<file path="config.mk">
export PLATFORM = sky130hd
export DESIGN_NAME = tdc_hit_arbiter
export DESIGN_NICKNAME = d
export VERILOG_FILES = /design/src/rtl/tdc_hit_arbiter.sv
export SDC_FILE = /design/constraint.sdc
export NUM_CORES = 1
export LEC_CHECK = 0
export BUFFER_PORTS_ARGS = -buffer_cell sky130_fd_sc_hd__buf_4
export CAP_MARGIN = 0
export CORE_UTILIZATION = 56
export CTS_BUF_LIST = sky130_fd_sc_hd__clkbuf_16
export CTS_CLUSTER_DIAMETER = 30
export DETAILED_ROUTE_END_ITERATION = 6
export PLACE_DENSITY = 0.81
export SLEW_MARGIN = 10
export SYNTH_ARGS = -nofsm -noshare
export SYNTH_HDL_FRONTEND = slang
export SYNTH_SLANG_ARGS = --single-unit
</file>
<file path="constraint.sdc">
create_clock -name CLK -period 5.8 [get_ports CLK]
set_input_delay 1.16 -clock CLK [delete_from_list [all_inputs] [get_ports CLK]]
set_output_delay 1.16 -clock CLK [all_outputs]
set_load 0.05 [all_outputs]
</file>
<file path="src/rtl/tdc_hit_arbiter.sv">
// Round-robin arbiter that funnels one-word-per-channel TDC hit buffers into a
// single FIFO write port, tagging each word with its channel and counting drops.
module tdc_hit_arbiter #(
    parameter int NCH   = 4,
    parameter int DSIZE = 24,
    localparam int CHW  = $clog2(NCH)
) (
    input  logic                   CLK,
    input  logic                   reset,
    input  logic [NCH-1:0]         en,
    input  logic [NCH-1:0]         hit_valid,
    input  logic [NCH*DSIZE-1:0]   hit_data,
    input  logic                   clr_cnt,
    input  logic                   fifo_full,
    output logic                   fifo_winc,
    output logic [CHW+DSIZE-1:0]   fifo_wdata,
    output logic [NCH*8-1:0]       drop_cnt,
    output logic                   idle
);

    logic [NCH-1:0]   r_pending;
    logic [DSIZE-1:0] r_hold [NCH];
    logic [7:0]       r_cnt  [NCH];
    logic [CHW-1:0]   r_rr;

    logic             w_any;
    logic             w_write;
    logic [2*NCH-1:0] w_pend_dbl;
    logic [NCH-1:0]   w_pend_rot;
    logic [CHW-1:0]   w_first;
    logic [CHW:0]     w_sum;
    logic [CHW-1:0]   w_grant;
    logic [CHW-1:0]   w_rr_next;
    logic [NCH-1:0]   w_hit;
    logic [NCH-1:0]   w_granted;
    logic [NCH-1:0]   w_capture;
    logic [NCH-1:0]   w_drop;

    assign w_any   = |r_pending;
    assign w_write = w_any & ~fifo_full & ~reset;

    // Rotate pending so bit 0 is channel rr; the lowest set bit is the winner.
    assign w_pend_dbl = {r_pending, r_pending} >> r_rr;
    assign w_pend_rot = w_pend_dbl[NCH-1:0];

    always_comb begin
        w_first = '0;
        for (int j = NCH - 1; j >= 0; j--) begin
            if (w_pend_rot[j]) begin
                w_first = CHW'(j);
            end
        end
    end

    // With nothing pending w_first is 0, so the grant (and wdata) falls back to rr.
    assign w_sum     = {1'b0, r_rr} + {1'b0, w_first};
    assign w_grant   = (w_sum >= (CHW+1)'(NCH)) ? CHW'(w_sum - (CHW+1)'(NCH))
                                                : w_sum[CHW-1:0];
    assign w_rr_next = (w_grant == CHW'(NCH - 1)) ? '0 : w_grant + 1'b1;

    genvar gi;
    generate
        for (gi = 0; gi < NCH; gi++) begin : g_ch
            assign w_hit[gi]     = hit_valid[gi] & en[gi];
            assign w_granted[gi] = w_write & (w_grant == CHW'(gi));
            assign w_capture[gi] = w_hit[gi] & (~r_pending[gi] | w_granted[gi]);
            assign w_drop[gi]    = w_hit[gi] & r_pending[gi] & ~w_granted[gi];
            assign drop_cnt[gi*8 +: 8] = r_cnt[gi];
        end
    endgenerate

    always_ff @(posedge CLK) begin
        if (reset) begin
            r_pending <= '0;
            r_rr      <= '0;
            for (int i = 0; i < NCH; i++) begin
                r_hold[i] <= '0;
                r_cnt[i]  <= '0;
            end
        end else begin
            if (w_write) begin
                r_rr <= w_rr_next;
            end
            for (int i = 0; i < NCH; i++) begin
                if (w_capture[i]) begin
                    r_hold[i]    <= hit_data[i*DSIZE +: DSIZE];
                    r_pending[i] <= 1'b1;
                end else if (w_granted[i]) begin
                    r_pending[i] <= 1'b0;
                end
                // Clear takes priority over a simultaneous drop.
                if (clr_cnt) begin
                    r_cnt[i] <= '0;
                end else if (w_drop[i] && (r_cnt[i] != 8'hFF)) begin
                    r_cnt[i] <= r_cnt[i] + 8'd1;
                end
            end
        end
    end

    assign fifo_winc  = w_write;
    assign fifo_wdata = {w_grant, r_hold[w_grant]};
    assign idle       = ~w_any;

endmodule
</file>
Word-level counts from Yosys, hierarchy flattened
Memories as Yosys holds them, arrays and structs flattened.
Index checks and enable logic that the tools add are counted.

operators by class
  $mul = 0
  shift operators = 1
  multiplexer cells = 59
  magnitude comparators = 1
  reductions and logical operators = 10
  bitwise logic cells = 49
  eq/ne operators = 7
  div/mod/pow operators = 0
  $add $sub $neg = 7

operator list
  cell                   number
  $mux W24               4
  $mux W8                8
  $mux W1                41
  $add A8 B1 Y8 const B  4
  $ne A8 B8 Y1 const B   4
  $and A1 B1 Y1          22
  $or A1 B1 Y1           16
  $mux W2                6
  $not A1 Y1             11
  $reduce_bool A2 Y1     4
  $shr A8 B2 Y4          1
  $eq A2 B2 Y1 const B   2
  $logic_and A1 B1 Y1    4
  $reduce_or A4 Y1       1
  $add A2 B2 Y3          1
  $ge A3 B3 Y1 const B   1
  $add A2 B1 Y2 const B  1
  $eq A2 B1 Y1 const B   1
  $logic_not A2 Y1       1
  $sub A2 B1 Y2 const B  1

storage, ports and cells
  memories kept = 2
  RAM bits = 128
  bits in latches = 0
  register bits after elaboration = 6
  input port bits = 108
  ROM bits = 0
  output and inout bits = 60

memories
  memory  depth  width  read ports  clocked after Yosys merged registers in  wr ports  line  RTL
  r_hold  4      24     1           0                                        4         22    logic [DSIZE-1:0] r_hold [NCH];
  r_cnt   4      8      4           0                                        4         23    logic [7:0] r_cnt [NCH];

Longest topological paths before layout
Gate-level depths: netlist (run 1).

  depth in word-level cells = 18
  mapped depth = 14
  mapped depth without buffers = 11

Least setup slack after synthesis (run 1)
Ideal clock, no wire load.

  path kind = input to register
  start = input reset
  end = memory r_hold[1][0], enable pin
  setup slack = 425 ps
  setup time = 442 ps
  data arrival time = 4933 ps
  buffers on the path = 1
  stages = 4
  path through = clkbuf_1 nor3_1 nand2_1 o31ai_1

RTL lines
  element          line  RTL
  start, declared  9     input logic reset,
  end, declared    22

Final worst setup path (run 1)
  start = register r_rr[0]
  end = output fifo_wdata[1]

between the ends
  cells in the longest elaborated chain, start to end = 9

ends and longest elaborated chain
  element                                        line  RTL
  start, declared                                24    logic [CHW-1:0] r_rr;
  start signal, assigned                         82    r_rr <= w_rr_next;
  $shr A8 B2 Y4                                  43    assign w_pend_dbl = {r_pending, r_pending} >> r_rr;
  $mux W2 (4 in a row)                           49    if (w_pend_rot[j]) begin
  $add A2 B2 Y3 *                                56    assign w_sum = {1'b0, r_rr} + {1'b0, w_first};
  $ge A3 B3 Y1 or $sub A2 B1 Y2 (tied branches)  57    assign w_grant = (w_sum >= (CHW+1)'(NCH)) ? CHW'(w_sum - (CHW+1)'(NCH))
  $mux W2 *                                      57
  $mem_v2 Z4 W24 *                               -
  end, declared                                  16    output logic [CHW+DSIZE-1:0] fifo_wdata,

Mark *: on every way between the ends. The rest lies on a longest branch, timed or not.

==> results_tabular.tex, run 1 <==
\begin{tabular}{lr}
\hline
Metric & Value \\
\hline
\multicolumn{2}{l}{\textbf{Status}} \\
\quad Outcome & finished clean \\
\multicolumn{2}{l}{\textbf{Timing}} \\
\quad Rel. slew slack & 19.6\% \\
\quad Total setup violations reported at the end of the flow & 0 \\
\quad Fin. max-slew vios & 0 \\
\quad Final worst clock skew & 0.00863 ns \\
\quad Final Cycle Share & a little over nine tenths \\
\quad Fmax & between 150 and 200 MHz \\
\quad Summed negative setup slack over all endpoints & 0 ns \\
\quad Least-Margin Pin Slew & 1.20 ns \\
\quad Setup repair after global routing missed its margin & no \\
\quad Final critical path time including I/O delays and setup & 5.51 ns \\
\quad Final Hold Viols & 0 \\
\multicolumn{2}{l}{\textbf{Setup path}} \\
\quad Type of the worst setup path & register to output port \\
\quad Worst Reg-to-Reg Cells & 11 \\
\quad Max Fanout on Critical Path & 69 \\
\quad Required time at the worst-slack endpoint & 4.64 ns \\
\quad Worst setup EP type & output port \\
\quad Signal arrival time at the worst endpoint & between 4 and 5 ns \\
\quad Critical Path Start Type & register \\
\multicolumn{2}{l}{\textbf{Final layout}} \\
\quad Number of cells in the finished layout apart from fillers & about 1200 \\
\quad Layout cell share with drive strength beyond 1 & 22.8\% \\
\quad Commonest non-fill, non-tap cells in the layout & 182 x buf\_4, 128 x edfxtp\_1, 124 x nor3\_1 \\
\quad Commonest non-fill, non-tap cell in the layout & buf\_4 \\
\quad Number of inserted filler cells in the final layout & between 1000 and 1500 \\
\quad Final net count & roughly 1100 \\
\quad Area growth from synthesis to final layout & 21.7\% \\
\quad Antenna cells & 0 \\
\multicolumn{2}{l}{\textbf{Route}} \\
\quad Wire length per cell & 19.3 um \\
\quad Drt pass-1 iters & 6 \\
\quad Sum of routed wire length over all layers & 23.2 mm \\
\quad Post-detailed-route count of antenna-violating nets & 0 \\
\quad Routed vias & 7625 \\
\quad Violation count after the first detailed-route iteration & 787 \\
\quad Remaining DRCs & 0 \\
\quad Via density per instance & about 6.3 \\
\multicolumn{2}{l}{\textbf{Job}} \\
\quad Max-cap violations & 0 \\
\multicolumn{2}{l}{\textbf{Logic synthesis}} \\
\quad Post-synthesis register bit count & 134 \\
\quad Async set-reset flop share out of synthesis & 0\% \\
\quad EDFF count, synth & 128 \\
\quad Area leader, netlist & edfxtp\_1 \\
\quad Total nets after synthesis & 1004 \\
\quad Most instantiated flip-flop cell in the synthesis netlist & edfxtp\_1 \\
\quad Instance count of the mapped netlist & slightly below 900 \\
\quad Yosys cell types & between 40 and 50 \\
\quad Total standard cell area after synthesis & 8430 sq um \\
\quad Fraction of the yosys area taken by sequential cells & 47.0\% \\
\quad Area share of the largest cell type after synthesis & 45.6\% \\
\quad Syn\_area\_per\_cell & around 9.5 sq um \\
\quad Top post-synthesis cells by area & edfxtp\_1 46\%, nor3\_1 7.4\%, o41a\_1 6.4\%, and3\_1 6.2\%, nor2\_1 4.9\% \\
\quad Syn. warnings & 0 \\
\multicolumn{2}{l}{\textbf{Place}} \\
\quad Placed Instances & 1172 \\
\quad Estimated wirelength of the detail-placed design & approximately 16 mm \\
\quad Buffers added on ports & around 170 \\
\quad Global placement routability congestion & 0.860 \\
\multicolumn{2}{l}{\textbf{Floorplan}} \\
\quad Floorplan die width & 125 um \\
\quad Number of top-level design ports & 168 \\
\quad Total die area & 15600 sq um \\
\quad Height of the chip & 125 um \\
\quad Core area & between 10000 and 15000 sq um \\
\quad Row Count & 44 \\
\quad Initial core utilization & about 58\% \\
\multicolumn{2}{l}{\textbf{Power and ir drop}} \\
\quad Maximum ir drop on the vdd rail & 0.221 mV \\
\quad Lkg Pwr & 4.08 nW \\
\quad Cell Pwr Density & between 300 and 400 nW/um\^{}2 \\
\quad Tot Pwr & between 0.003 and 0.004 W \\
\multicolumn{2}{l}{\textbf{Global routing}} \\
\quad Number of global-route vias before repair & just under 7000 \\
\quad GR Overflow Total & 0 \\
\quad Global-route wire length before repair & 36.7 mm \\
\quad Pin count of the biggest net entering global routing & 80 \\
\quad Gr usage total & a little under a third \\
\quad Initial antenna violation count & 0 \\
\multicolumn{2}{l}{\textbf{Worst hold path}} \\
\quad Worst hold stages & 2 \\
\quad Worst hold path class & register to register \\
\multicolumn{2}{l}{\textbf{Clock network}} \\
\quad Setup Fix Bufs, Post-CTS & 0 \\
\quad Clock-pin slew of the registers on the worst-case setup and hold paths & 0.06 ns \\
\quad Clk sinks & 134 \\
\quad CTS Buf Count & 17 \\
\quad H-tree depth & 4 \\
\quad CTS resizes & 0 \\
\quad Root buffer cell & clkbuf\_16 \\
\quad Count of hold buffers inserted by post-cts repair & 0 \\
\quad Clock insertion delay at the later pin of the skew report & between 0.4 and 0.5 ns \\
\quad Worst-case clock buffer depth & 2 \\
\quad Clock tree from TritonCTS & done \\
\hline
\end{tabular}
[where the power goes]
| part | total (W) | switching [W] | leakage, nW | internal (W) |
|---|---|---|---|---|
| clock | 0.00100 | 0.000418 | 0.263 | 0.000582 |
| sequential | 0.00120 | 0.0000580 | 1.43 | 0.00114 |
| combinational | 0.00141 | 0.000964 | 2.39 | 0.000444 |
| total | 0.00361 | 0.00144 | 4.08 | 0.00216 |
[synth_stat cells, drive strengths merged, types with 3 or more instances]
library cell and count:
xor2 10, or3 5, nand2b 53, nor3 127
nor3b 6, a21oi 9, dfxtp 6, inv 26
o21ai 35, edfxtp 128, xnor2 17, a31o 3
a211oi 24, and3 83, ha 5, nand2 16
nand3 39, o41a 48, a311oi 25, buf 32
clkbuf 54, or2 3, o31ai 6, nor2 110
nor4 5
[state kept, by name, indices dropped and copies added, names as in the netlist]
name,flops
r_pending,4
r_cnt,32
r_hold,96
r_rr,2
[layer usage]
layer	GRT usage [%]	share of wire, %	vias to the layer above
met3	8.68	9.3	46
met1	41.7	43	3584
li1	-	-	3602
met2	45.4	45	393
met4	9.99	2.3	0
met5	0	0	-
[final cells by class]
class	count	area [sq um]	area share, %
clock buffer	17	425	4.15
clock inverter	14	113	1.10
inverter	26	97.6	0.951
multi-input combinational	645	4040	39.4
sequential	134	3960	38.6
tap	184	230	2.24
timing repair buffer	183	1390	13.5
[per-stage QoR]
| step | util [%] | setup WS [ns] | hold slack [ns] | cell area (sq um) |
|---|---|---|---|---|
| finish | 70.3 | 0.295 | 0.648 | 10300 |
| global route | 70.3 | 0.0511 | 0.675 | 10300 |
| CTS | 70.3 | 0.424 | 0.640 | 10300 |
| detailed placement | 66.6 | 0.871 | 0.629 | 9720 |
| global placement | 66.6 | 0.951 | 0.628 | 9720 |
| floorplan | - | 0.425 | 0.586 | 8430 |
[worst paths after layout]
kind	from	to	slack, ns
max	r_rr[0]	fifo_wdata[1]	0.29
min	r_pending[2]	r_pending[2]	0.65
max reg2reg	r_rr[0]	r_cnt[2][5]	1.13
min reg2reg	r_pending[2]	r_pending[2]	0.65
[critical path, stage by stage, from the launching register on]
cell      delay (ns)
dfxtp_1         0.57
and3b_1         0.23
a21oi_1         0.04
nor2_1          0.13
a21oi_1         0.05
o221ai_1        0.14
ha_4            0.64
xnor2_1         0.20
a21oi_2         0.80
buf_4           0.32
o21ai_0         0.12
a311oi_1        0.38
buf_4           0.28
[kinds of logic after synthesis]
| logic type | share of synthesized area [%] |
|---|---|
| AOI/OAI and AO/OA | 15.9 |
| adders and majority gates | 0.742 |
| and+or+nand+nor | 27.7 |
| buffers and inverters | 5.65 |
| xor gates and xnor gates | 2.80 |
| DFF | 47.0 |
| muxes | 0.252 |
(Power assumes the default switching activity.)
==> inputs of run 2 (changes only) <==
--- a/config.mk
+++ b/config.mk
@@ -7,6 +7,7 @@
 export LEC_CHECK = 0
 export BUFFER_PORTS_ARGS = -buffer_cell sky130_fd_sc_hd__buf_4
 export CAP_MARGIN = 0
+export CORE_ASPECT_RATIO = 0.75
 export CORE_UTILIZATION = 56
 export CTS_BUF_LIST = sky130_fd_sc_hd__clkbuf_16
 export CTS_CLUSTER_DIAMETER = 30
==> run 2 against run 1 <==
Compared with the run above: fmax up 0.50%; via count up 1.1%; flip-flop and latch count unchanged; first-iteration DRC count up 12%; worst setup slack better by 0.027 ns; critical path type unchanged; cell area up 0.56%; non-clock buffer count up 2; global-route usage up 1.4 points.
==> results_tabular.tex, run 2 (synthesis results as in run 1) <==
\begin{tabular}{lr}
\hline
Metric & Value \\
\hline
\multicolumn{2}{l}{\textbf{Status}} \\
\quad Outcome & finished clean (unchanged) \\
\multicolumn{2}{l}{\textbf{Timing}} \\
\quad Fin. max-slew vios & 0 (unchanged) \\
\quad Setup repair after global routing missed its margin & no (unchanged) \\
\quad Final Cycle Share & 94.4\% (was 94.9\%) \\
\quad Final critical path time including I/O delays and setup & 5.48 ns (was 5.51 ns) \\
\quad Worst Slack Setup Final & 0.322 ns (was 0.295 ns) \\
\quad Summed negative setup slack over all endpoints & 0 ns (unchanged) \\
\quad Least-Margin Pin Slew & 1.09 ns (was 1.20 ns) \\
\quad Worst Hold Slack & 0.637 ns (was 0.648 ns) \\
\quad Rel. slew slack & 26.5\% (was 19.6\%) \\
\quad Final Hold Viols & 0 (unchanged) \\
\quad Total setup violations reported at the end of the flow & 0 (unchanged) \\
\quad Fmax & 183 MHz (was 182 MHz) \\
\quad Final worst clock skew & 0.00902 ns (was 0.00863 ns) \\
\multicolumn{2}{l}{\textbf{Clock network}} \\
\quad Worst-case clock buffer depth & 2 (unchanged) \\
\quad H-tree depth & 4 (unchanged) \\
\quad Clk sinks & 134 (unchanged) \\
\quad Count of hold buffers inserted by post-cts repair & 0 (unchanged) \\
\quad Clock tree from TritonCTS & done (unchanged) \\
\quad Clock insertion delay at the later pin of the skew report & 0.42 ns (about the same) \\
\quad Setup Fix Bufs, Post-CTS & 0 (unchanged) \\
\quad Root buffer cell & clkbuf\_16 (unchanged) \\
\quad Clock-pin slew of the registers on the worst-case setup and hold paths & 0.06 ns (about the same) \\
\quad CTS Buf Count & 17 (unchanged) \\
\quad CTS resizes & 0 (unchanged) \\
\multicolumn{2}{l}{\textbf{Place}} \\
\quad Minimum setup slack after placement & 0.926 ns (was 0.871 ns) \\
\quad Estimated wirelength of the detail-placed design & 16.3 mm (was 15.8 mm) \\
\quad Global placement routability congestion & 0.895 (was 0.860) \\
\quad Buffers added on ports & 167 (unchanged) \\
\multicolumn{2}{l}{\textbf{Final layout}} \\
\quad Layout cell share with drive strength beyond 1 & 23.3\% (was 22.8\%) \\
\quad Final core area utilization & 70.7\% (was 70.3\%) \\
\quad Flip-flop count of the largest register, all copies and words added & 96 (unchanged) \\
\quad Antenna cells & 0 (unchanged) \\
\quad Commonest non-fill, non-tap cell in the layout & buf\_4 (unchanged) \\
\quad Largest reg by FF count & r\_hold (unchanged) \\
\quad Commonest non-fill, non-tap cells in the layout & 183 x buf\_4, 128 x edfxtp\_1, 124 x nor3\_1 (was 182 x buf\_4, 128 x edfxtp\_1, 124 x nor3\_1) \\
\quad Area growth from synthesis to final layout & 22.4\% (was 21.7\%) \\
\quad Biggest regs & r\_hold x96, r\_cnt x32, r\_pending x4 (unchanged) \\
\quad Final net count & 1122 (was 1120) \\
\multicolumn{2}{l}{\textbf{Global routing}} \\
\quad Initial antenna violation count & 0 (unchanged) \\
\quad Global-route wire length before repair & 36.7 mm (about the same) \\
\quad GR Overflow Total & 0 (unchanged) \\
\quad Number of global-route vias before repair & 6797 (was 6948) \\
\quad Gr usage total & 31.6\% (was 30.2\%) \\
\quad Pin count of the biggest net entering global routing & 91 (was 80) \\
\multicolumn{2}{l}{\textbf{Floorplan}} \\
\quad Initial core utilization & 57.8\% (about the same) \\
\quad Floorplan die width & 144 um (was 125 um) \\
\quad Row Count & 38 (was 44) \\
\quad Height of the chip & 108 um (was 125 um) \\
\quad Number of top-level design ports & 168 (unchanged) \\
\quad Core area & 14600 sq um (about the same) \\
\quad Total die area & 15600 sq um (about the same) \\
\multicolumn{2}{l}{\textbf{Power and ir drop}} \\
\quad Net Sw Power & 0.00149 W (was 0.00144 W) \\
\quad Share of power burned in combinational logic & 39.2\% (was 39.1\%) \\
\quad Lkg Pwr & 4.09 nW (was 4.08 nW) \\
\quad Internal Dissipation & 0.00214 W (was 0.00216 W) \\
\quad Share of power burned in the clock network & 27.7\% (was 27.8\%) \\
\quad Sw frac & 41.0\% (was 40.0\%) \\
\quad Part of the power in registers & 33.1\% (was 33.2\%) \\
\quad Cell Pwr Density & 352 nW/um\^{}2 (was 351 nW/um\^{}2) \\
\quad Maximum ir drop on the vdd rail & 0.205 mV (was 0.221 mV) \\
\multicolumn{2}{l}{\textbf{Setup path}} \\
\quad Family of cells with the greatest summed delay on the critical path & compound AO/OA/AOI/OAI gates (unchanged) \\
\quad Signal arrival time at the worst endpoint & 4.32 ns (was 4.35 ns) \\
\quad Max stage delay on crit path & 0.55 ns (was 0.80 ns) \\
\quad Required time at the worst-slack endpoint & 4.64 ns (about the same) \\
\quad Cell repeated most along the worst path & a21oi\_1 \\
\quad Cell Chain, Critical Path & and3b\_1 > a21oi\_1 > nor2\_1 > a21oi\_1 > o221ai\_1 > ha\_4 > or2\_2 > buf\_12 > nor3\_1 > o41a\_1 > a311oi\_1 > buf\_4 (was and3b\_1 > a21oi\_1 > nor2\_1 > a21oi\_1 > o221ai\_1 > ha\_4 > xnor2\_1 > a21oi\_2 > buf\_4 > o21ai\_0 > a311oi\_1 > buf\_4) \\
\quad Buf+Inv Stages, Crit Path & 2 (unchanged) \\
\quad Type of the worst setup path & register to output port (unchanged) \\
\quad Cell at the slowest stage of the critical path & ha\_4 (was a21oi\_2) \\
\quad Max Fanout on Critical Path & 72 (was 69) \\
\quad Worst setup EP type & output port (unchanged) \\
\quad Critical Path Start Type & register (unchanged) \\
\multicolumn{2}{l}{\textbf{Route}} \\
\quad Post-detailed-route count of antenna-violating nets & 0 (unchanged) \\
\quad Violation count after the first detailed-route iteration & 881 (was 787) \\
\quad Sum of routed wire length over all layers & 23.9 mm (was 23.2 mm) \\
\quad Remaining DRCs & 0 (unchanged) \\
\quad Wire length per cell & 19.6 um (was 19.3 um) \\
\quad Drt pass-1 iters & 5 (was 6) \\
\quad Via density per instance & 6.31 (was 6.34) \\
\quad Routed vias & 7710 (was 7625) \\
\multicolumn{2}{l}{\textbf{Worst hold path}} \\
\quad Worst hold path class & register to register (unchanged) \\
\multicolumn{2}{l}{\textbf{Job}} \\
\quad Max-cap violations & 0 (unchanged) \\
\hline
\end{tabular}
-- run 2: cell count changes in the layout (fill, tap and decap cells not counted) --
cell       before  now
clkinv_1        2    0
buf_4         182  183
buf_12          1    2
clkinv_4        1    4
o21ai_2         1    2
nor2_1        109  110
o21ai_1         5    4
inv_1          28   27
nor2_2          1    0
bufinv_16       1    0
inv_6           3    5
inv_8           0    1
clkinv_2        2    1
-- run 2: power by group through the flow --
stage | clock [W] | combinational, W | sequential [W]
2_1_floorplan | 0 | 0.000963 | 0.00123
3_3_place_gp | 0 | 0.00139 | 0.00122
3_5_place_dp | 0 | 0.00140 | 0.00122
4_1_cts | 0.00101 | 0.00141 | 0.00120
5_1_grt | 0.00105 | 0.00150 | 0.00121
6_report | 0.00100 | 0.00142 | 0.00120
-- run 2: per-layer routing --
| metal | global-route usage [%] | up-vias | wire, um |
|---|---|---|---|
| met5 | 0 | - | 0 |
| li1 | - | 3608 | - |
| met3 | 6.60 | 40 | 2850 |
| met1 | 49.4 | 3566 | 10800 |
| met4 | 9.80 | 0 | 478 |
| met2 | 43.2 | 496 | 9790 |
-- run 2: worst register-to-register path, delay by kind of cell (launching register included) --
family	cells	cell delay, ns
flip-flops	1	0.56
AO/OA/AOI/OAI	4	0.62
adder cells (fa/ha/maj)	1	0.57
XOR/XNOR	1	0.28
AND/OR/NAND/NOR	4	1.76
-- run 2: final cells by class --
| type | instances | area [sq um] |
|---|---|---|
| fill | 1119 | 4280 |
| clock inverter | 15 | 121 |
| sequential | 134 | 3960 |
| tap | 200 | 250 |
| inverter | 26 | 97.6 |
| timing repair buffer | 185 | 1410 |
| multi-input combinational | 645 | 4050 |
| clock buffer | 17 | 425 |
-- run 2: worst paths after layout --
check                from       endpoint  slack [ns]  cells after the start
max          r_pending[1]  fifo_wdata[6]        0.32                     12
min           r_cnt[0][0]    r_cnt[0][0]        0.64                      1
max reg2reg       r_rr[0]  r_hold[0][14]        1.77                     10
min reg2reg   r_cnt[0][0]    r_cnt[0][0]        0.64                      1
-- run 2: through the flow --
stage	total power, W	instances	cell area (sq um)
final	0.00363	1222	10300
after global routing	0.00376	1222	10300
after CTS	0.00361	1222	10300
after detailed placement	0.00261	1190	9760
after global placement	0.00261	1190	9760
after floorplan	0.00219	891	8430
